$ cat src/rtl/regfile_pkg.sv
// regfile_pkg: shared register-file constants used by the register file, decode and hazard logic
package regfile_pkg;
  localparam int REGFILE_DATA_W   = 32;
  localparam int REGFILE_ADDR_W   = 5;
  localparam int REGFILE_ZERO_IDX = 0;
endpackage

$ cat src/rtl/regfile_scoreboard.sv
// regfile_scoreboard: per-register busy bits set on long-latency issue, cleared by port-1 writeback
module regfile_scoreboard
  import regfile_pkg::*;
#(
  parameter int ADDR_W   = REGFILE_ADDR_W,
  parameter bit ZERO_REG = 1'b1
) (
  input  logic                 clk,
  input  logic                 rst,
  input  logic                 issue_en,
  input  logic [ADDR_W-1:0]    issue_addr,
  input  logic                 clr_en,
  input  logic [ADDR_W-1:0]    clr_addr,
  output logic [2**ADDR_W-1:0] busy
);
  localparam int DEPTH = 2**ADDR_W;
  logic [DEPTH-1:0] busy_q, busy_d;
  // issue applied after clear: the newer op owns the register
  always_comb begin
    busy_d = busy_q;
    if (clr_en) busy_d[clr_addr] = 1'b0;
    if (issue_en) busy_d[issue_addr] = 1'b1;
    if (ZERO_REG) busy_d[REGFILE_ZERO_IDX] = 1'b0;
  end
  always_ff @(posedge clk) begin
    if (rst) busy_q <= '0;
    else busy_q <= busy_d;
  end
  assign busy = busy_q;
endmodule

$ cat src/rtl/regfile_mp.sv
// regfile_mp: multi-read, two-write register file with optional same-cycle bypass and busy scoreboard
module regfile_mp
  import regfile_pkg::*;
#(
  parameter int DATA_W   = REGFILE_DATA_W,
  parameter int ADDR_W   = REGFILE_ADDR_W,
  parameter int NUM_READ = 2,
  parameter bit BYPASS   = 1'b1,
  parameter bit ZERO_REG = 1'b1
) (
  input  logic                       clk,
  input  logic                       rst,
  input  logic [NUM_READ*ADDR_W-1:0] raddr,
  output logic [NUM_READ*DATA_W-1:0] rdata,
  output logic [NUM_READ-1:0]        rbusy,
  input  logic                       wen0,
  input  logic [ADDR_W-1:0]          waddr0,
  input  logic [DATA_W-1:0]          wdata0,
  input  logic                       wen1,
  input  logic [ADDR_W-1:0]          waddr1,
  input  logic [DATA_W-1:0]          wdata1,
  input  logic                       issue_en,
  input  logic [ADDR_W-1:0]          issue_addr
);
  localparam int DEPTH = 2**ADDR_W;
  localparam logic [ADDR_W-1:0] ZIDX = ADDR_W'(REGFILE_ZERO_IDX);
  logic [DATA_W-1:0] store_q [DEPTH];
  logic [DATA_W-1:0] store_d [DEPTH];
  logic [DEPTH-1:0]  busy;
  logic              byp_en;
  logic              we0, we1;
  assign we0    = wen0 && !(ZERO_REG && waddr0 == ZIDX);
  assign we1    = wen1 && !(ZERO_REG && waddr1 == ZIDX);
  assign byp_en = BYPASS && !rst;
  // port 1 written last so it wins a same-index collision
  always_comb begin
    store_d = store_q;
    if (we0) store_d[waddr0] = wdata0;
    if (we1) store_d[waddr1] = wdata1;
  end
  always_ff @(posedge clk) begin
    if (rst) store_q <= '{default: '0};
    else store_q <= store_d;
  end
  regfile_scoreboard #(
    .ADDR_W  (ADDR_W),
    .ZERO_REG(ZERO_REG)
  ) u_sb (
    .clk       (clk),
    .rst       (rst),
    .issue_en  (issue_en),
    .issue_addr(issue_addr),
    .clr_en    (wen1),
    .clr_addr  (waddr1),
    .busy      (busy)
  );
  for (genvar k = 0; k < NUM_READ; k++) begin : g_rd
    logic [ADDR_W-1:0] ra;
    logic              zero, hit0, hit1;
    assign ra   = raddr[k*ADDR_W +: ADDR_W];
    assign zero = ZERO_REG && ra == ZIDX;
    assign hit1 = byp_en && wen1 && waddr1 == ra;
    assign hit0 = byp_en && wen0 && waddr0 == ra;
    assign rdata[k*DATA_W +: DATA_W] = zero ? '0 : hit1 ? wdata1 : hit0 ? wdata0 : store_q[ra];
    assign rbusy[k] = zero ? 1'b0 : hit1 ? (issue_en && issue_addr == ra) : busy[ra];
  end
endmodule

$ cat config.mk
export PLATFORM = sky130hd
export DESIGN_NAME = regfile_mp
export DESIGN_NICKNAME = d
export VERILOG_FILES = /design/src/rtl/regfile_pkg.sv /design/src/rtl/regfile_scoreboard.sv /design/src/rtl/regfile_mp.sv
export SDC_FILE = /design/constraint.sdc
export NUM_CORES = 2
export LEC_CHECK = 0
export CAP_MARGIN = 20
export CORE_ASPECT_RATIO = 2
export CORE_MARGIN = 3
export CORE_UTILIZATION = 55
export CTS_CLUSTER_DIAMETER = 200
export DETAILED_ROUTE_END_ITERATION = 10
export GPL_ROUTABILITY_DRIVEN = 0
export PLACE_DENSITY = 0.8
export SETUP_SLACK_MARGIN = 0.3
export SYNTH_ARGS = -nofsm -noshare
export SYNTH_HDL_FRONTEND = slang
export SYNTH_HIERARCHICAL = 1
export SYNTH_SLANG_ARGS = --single-unit
$ cat constraint.sdc
create_clock -name clk -period 9.8 [get_ports clk]
set_clock_uncertainty 0.2 [all_clocks]
set_input_delay 2.45 -clock clk [delete_from_list [all_inputs] [get_ports clk]]
set_output_delay 2.45 -clock clk [all_outputs]
set_load 0.03 [all_outputs]
==> qor.yml <==
sta:
  fmax_mhz: 110
  relSlewSlack_pct: 10.2
  setup_viol: 0
  hold_viol_final: 0
  period_share_pct: 92.8
  tightest_slew_ns: 1.34
  rsz0062_at_grt: "false"
  final_max_slew_viol_count: 0
  period_needed_ns: 9.10
  holdWs_ns: 0.285
  finalSetupTns_ns: 0
drt:
  avgViaCountPerCell: 7.96
  vias: 61600
  wl_met3_um: 42600
  drc: 0
  wirelength_um: 271000
  highest_layer: "met5"
  drtPass1Iterations: 10
  drt-met1-wl_um: 84000
  ant_nets: 0
  wl_met2_um: 112000
  drt_iter0_drc: 11400
  wl_per_cell_um: 35.1
global_route:
  overflow: 0
  grt_pass1_vias: 60500
  grt.total_usage_pct: 43.6
  antenna_found_initial: 13
  grt_pass1_wl_um: 391000
  grt_max_degree: 202
yosys:
  synthTopCellsByArea: "dfxtp_1 (33%), mux2i_1 (18%), mux4_2 (14%), a211oi_1 (12%), nor2_1 (6.0%)"
  synth_cell_types: 58
  yosysTopAreaCell: "dfxtp_1"
  yosys_warnings: 6
  ys_seq_elements: 1055
  syn_area_um2: 64100
  synth-seq-area-share_pct: 32.9
  synth.most_common_cell: "mux2i_1"
  yosysTopAreaCellShare_pct: 32.9
  syn_nets: 6715
  avgSynthCellArea_um2: 9.69
  syn_inst: 6621
  ys_top_cells_by_count: "mux2i_1 (1167), dfxtp_1 (1055), nor2_1 (1023)"
  synth_edf_count: 0
  async_reset_ff_share_pct: 0
  yosys_most_used_dff: "dfxtp_1"
cells_and_area:
  final_nets: 6231
  utilization_pct: 60.2
  register_area_um2: 21100
  fillCellCount: 9215
  drive_above_1_share_pct: 14.5
  multiInputGateArea_um2: 39800
  fin_area_um2: 69500
  area_growth_pct: 8.36
floorplan:
  core_area_um2: 115000
  dieArea_um2: 121000
  initial_core_util_pct: 55.6
  die_w_um: 247
  rows: 176
  ios: 160
  die_h_um: 489
cts:
  cts_sinks: 1055
  root_buffer: "clkbuf_16"
  clockBufferDepth: 3
  cts_hold_buf: 0
  clock_latency_ns: 0.73
  htree_levels: 3
  clkSlewWorstSetupHoldPaths_ns: 0.07
  postCtsSetupBuffers: 0
  cts-resized-gates: 0
  cts_buffers: 91
  cts_tree: "built"
pwr:
  finalPower_mw: 9.70
  peakVddDrop_uv: 125
  power_density_nw_per_um2: 140
  p_leak_nw: 26.7
setup_path:
  startpoint_type: "primary input"
  crit_start: "waddr1[2]"
  cp_data_required_time_ns: 7.15
  crit_path_end: "rdata[16]"
  r2r_slack_ns: 8.67
  crit_path_max_incr_delay_ns: 0.99
  cpMostUsedCell: "clkdlybuf4s50_1"
  reg2reg_from: "store_q[932]$_SDFF_PP0_"
  cp_num_buf_inv: 3
  crit_type: "in -> out"
  crit_cells: 8
  crit_path_top_delay_cell: "a31o_2"
  worstPathCellList: "clkdlybuf4s50_1 -> xor2_1 -> nor4_1 -> a31o_2 -> buf_4 -> a2111oi_0 -> a221o_1 -> clkdlybuf4s50_1"
  critPathTopFamily: "buffers and inverters"
  worstPathArrival_ns: 6.45
  reg2reg_to: "store_q[932]$_SDFF_PP0_"
  end_kind: "output pin"
  path_max_fanout: 17
  reg2reg_depth: 2
flow_run:
  max-cap-violations: 0
placed_design:
  hpwl_um: 146000
  dpl_cell_area_um2: 66000
  io_buffers: 159
hold_path:
  hold_path.class: "reg -> reg"
status:
  status: "finished, final reports clean"
-- area by class of cell --
cell class	count	area share, %
multi-input combinational	4640	57.2
clock inverter	44	0.751
antenna	7	0.0252
inverter	2	0.0108
sequential	1055	30.4
timing repair buffer	347	5.16
tap	1513	2.72
clock buffer	123	3.73
-- worst register-to-register path, delay by kind of cell, from the launching register on --
| family | cells | cell delay, ns |
|---|---|---|
| DFF | 1 | 0.37 |
| AOI/OAI and AO/OA | 1 | 0.34 |
| muxes | 1 | 0.09 |
-- layout by cell type (no fill, tap or decap), types with 14 or more instances in the layout --
master | netlist | routed
buf_12 | 0 | 33
a311oi_1 | 96 | 96
a22oi_1 | 32 | 32
xor2_1 | 16 | 16
o21ai_0 | 72 | 72
nor2_1 | 1023 | 1007
mux4_2 | 402 | 402
nor2b_1 | 52 | 47
dfxtp_1 | 1055 | 1055
a21o_1 | 21 | 21
nand2_1 | 180 | 135
mux2_2 | 33 | 33
a32oi_1 | 22 | 22
nor2_4 | 0 | 16
a22o_1 | 54 | 54
nand2_4 | 0 | 42
a211oi_1 | 986 | 986
clkinv_2 | 0 | 24
mux2i_1 | 1167 | 1167
clkbuf_1 | 634 | 17
o221ai_1 | 62 | 62
a221o_1 | 32 | 32
buf_4 | 15 | 173
clkbuf_16 | 0 | 95
o21ai_1 | 25 | 25
a2111oi_0 | 32 | 31
a221oi_1 | 14 | 14
o22ai_1 | 65 | 65
xnor2_1 | 14 | 14
and2b_1 | 21 | 21
clkdlybuf4s50_1 | 0 | 117
nand3_1 | 104 | 101
nor4_1 | 17 | 17
-- registers in the layout, summed over array words and instances (netlist names) --
signal,cells
u_sb/busy,31
store_q,1024
-- power breakdown --
group | internal [mW] | switching, mW
Sequential | 4.37 | 0.0686
Combinational | 0.432 | 0.849
Clock | 2.15 | 1.83
Total | 6.95 | 2.75
-- worst min path at each step --
stage	startpoint	endpoint	slack, ns	cells past startpoint
final	store_q[1000]$_SDFF_PP0_	store_q[1000]$_SDFF_PP0_	0.28	1
after global routing	store_q[1006]$_SDFF_PP0_	store_q[1006]$_SDFF_PP0_	0.30	1
after CTS	store_q[1000]$_SDFF_PP0_	store_q[1000]$_SDFF_PP0_	0.28	1
after detailed placement	store_q[992]$_SDFF_PP0_	store_q[992]$_SDFF_PP0_	0.27	1
after global placement	store_q[1006]$_SDFF_PP0_	store_q[1006]$_SDFF_PP0_	0.26	1
after floorplan	store_q[1000]$_SDFF_PP0_	store_q[1000]$_SDFF_PP0_	0.25	1
-- stage by stage --
stage / worst slack, ns / std cells
after floorplan: 2.57 / 6621
after global placement: 0.984 / 7542
after detailed placement: 0.939 / 7542
after CTS: 0.928 / 7709
after global routing: 0.705 / 7725
final: 0.703 / 7731
-- routing by layer --
| metal | vias to the layer above | GRT usage (%) |
|---|---|---|
| li1 | 24200 | - |
| met1 | 29100 | 49.2 |
| met2 | 6072 | 61.8 |
| met3 | 2248 | 18.1 |
| met4 | 6 | 40.6 |
| met5 | - | 0.368 |
-- logic make-up after synthesis --
group / count (synthesis) / synth area share, %
mux: 1602 / 32.9
compound gates: 1548 / 18.3
simple gates: 1459 / 9.47
flops: 1055 / 32.9
buf+inv: 926 / 5.97
xor+xnor: 30 / 0.410
other cells: 1 / 0.00585
Power figures use the tool's default switching activity.
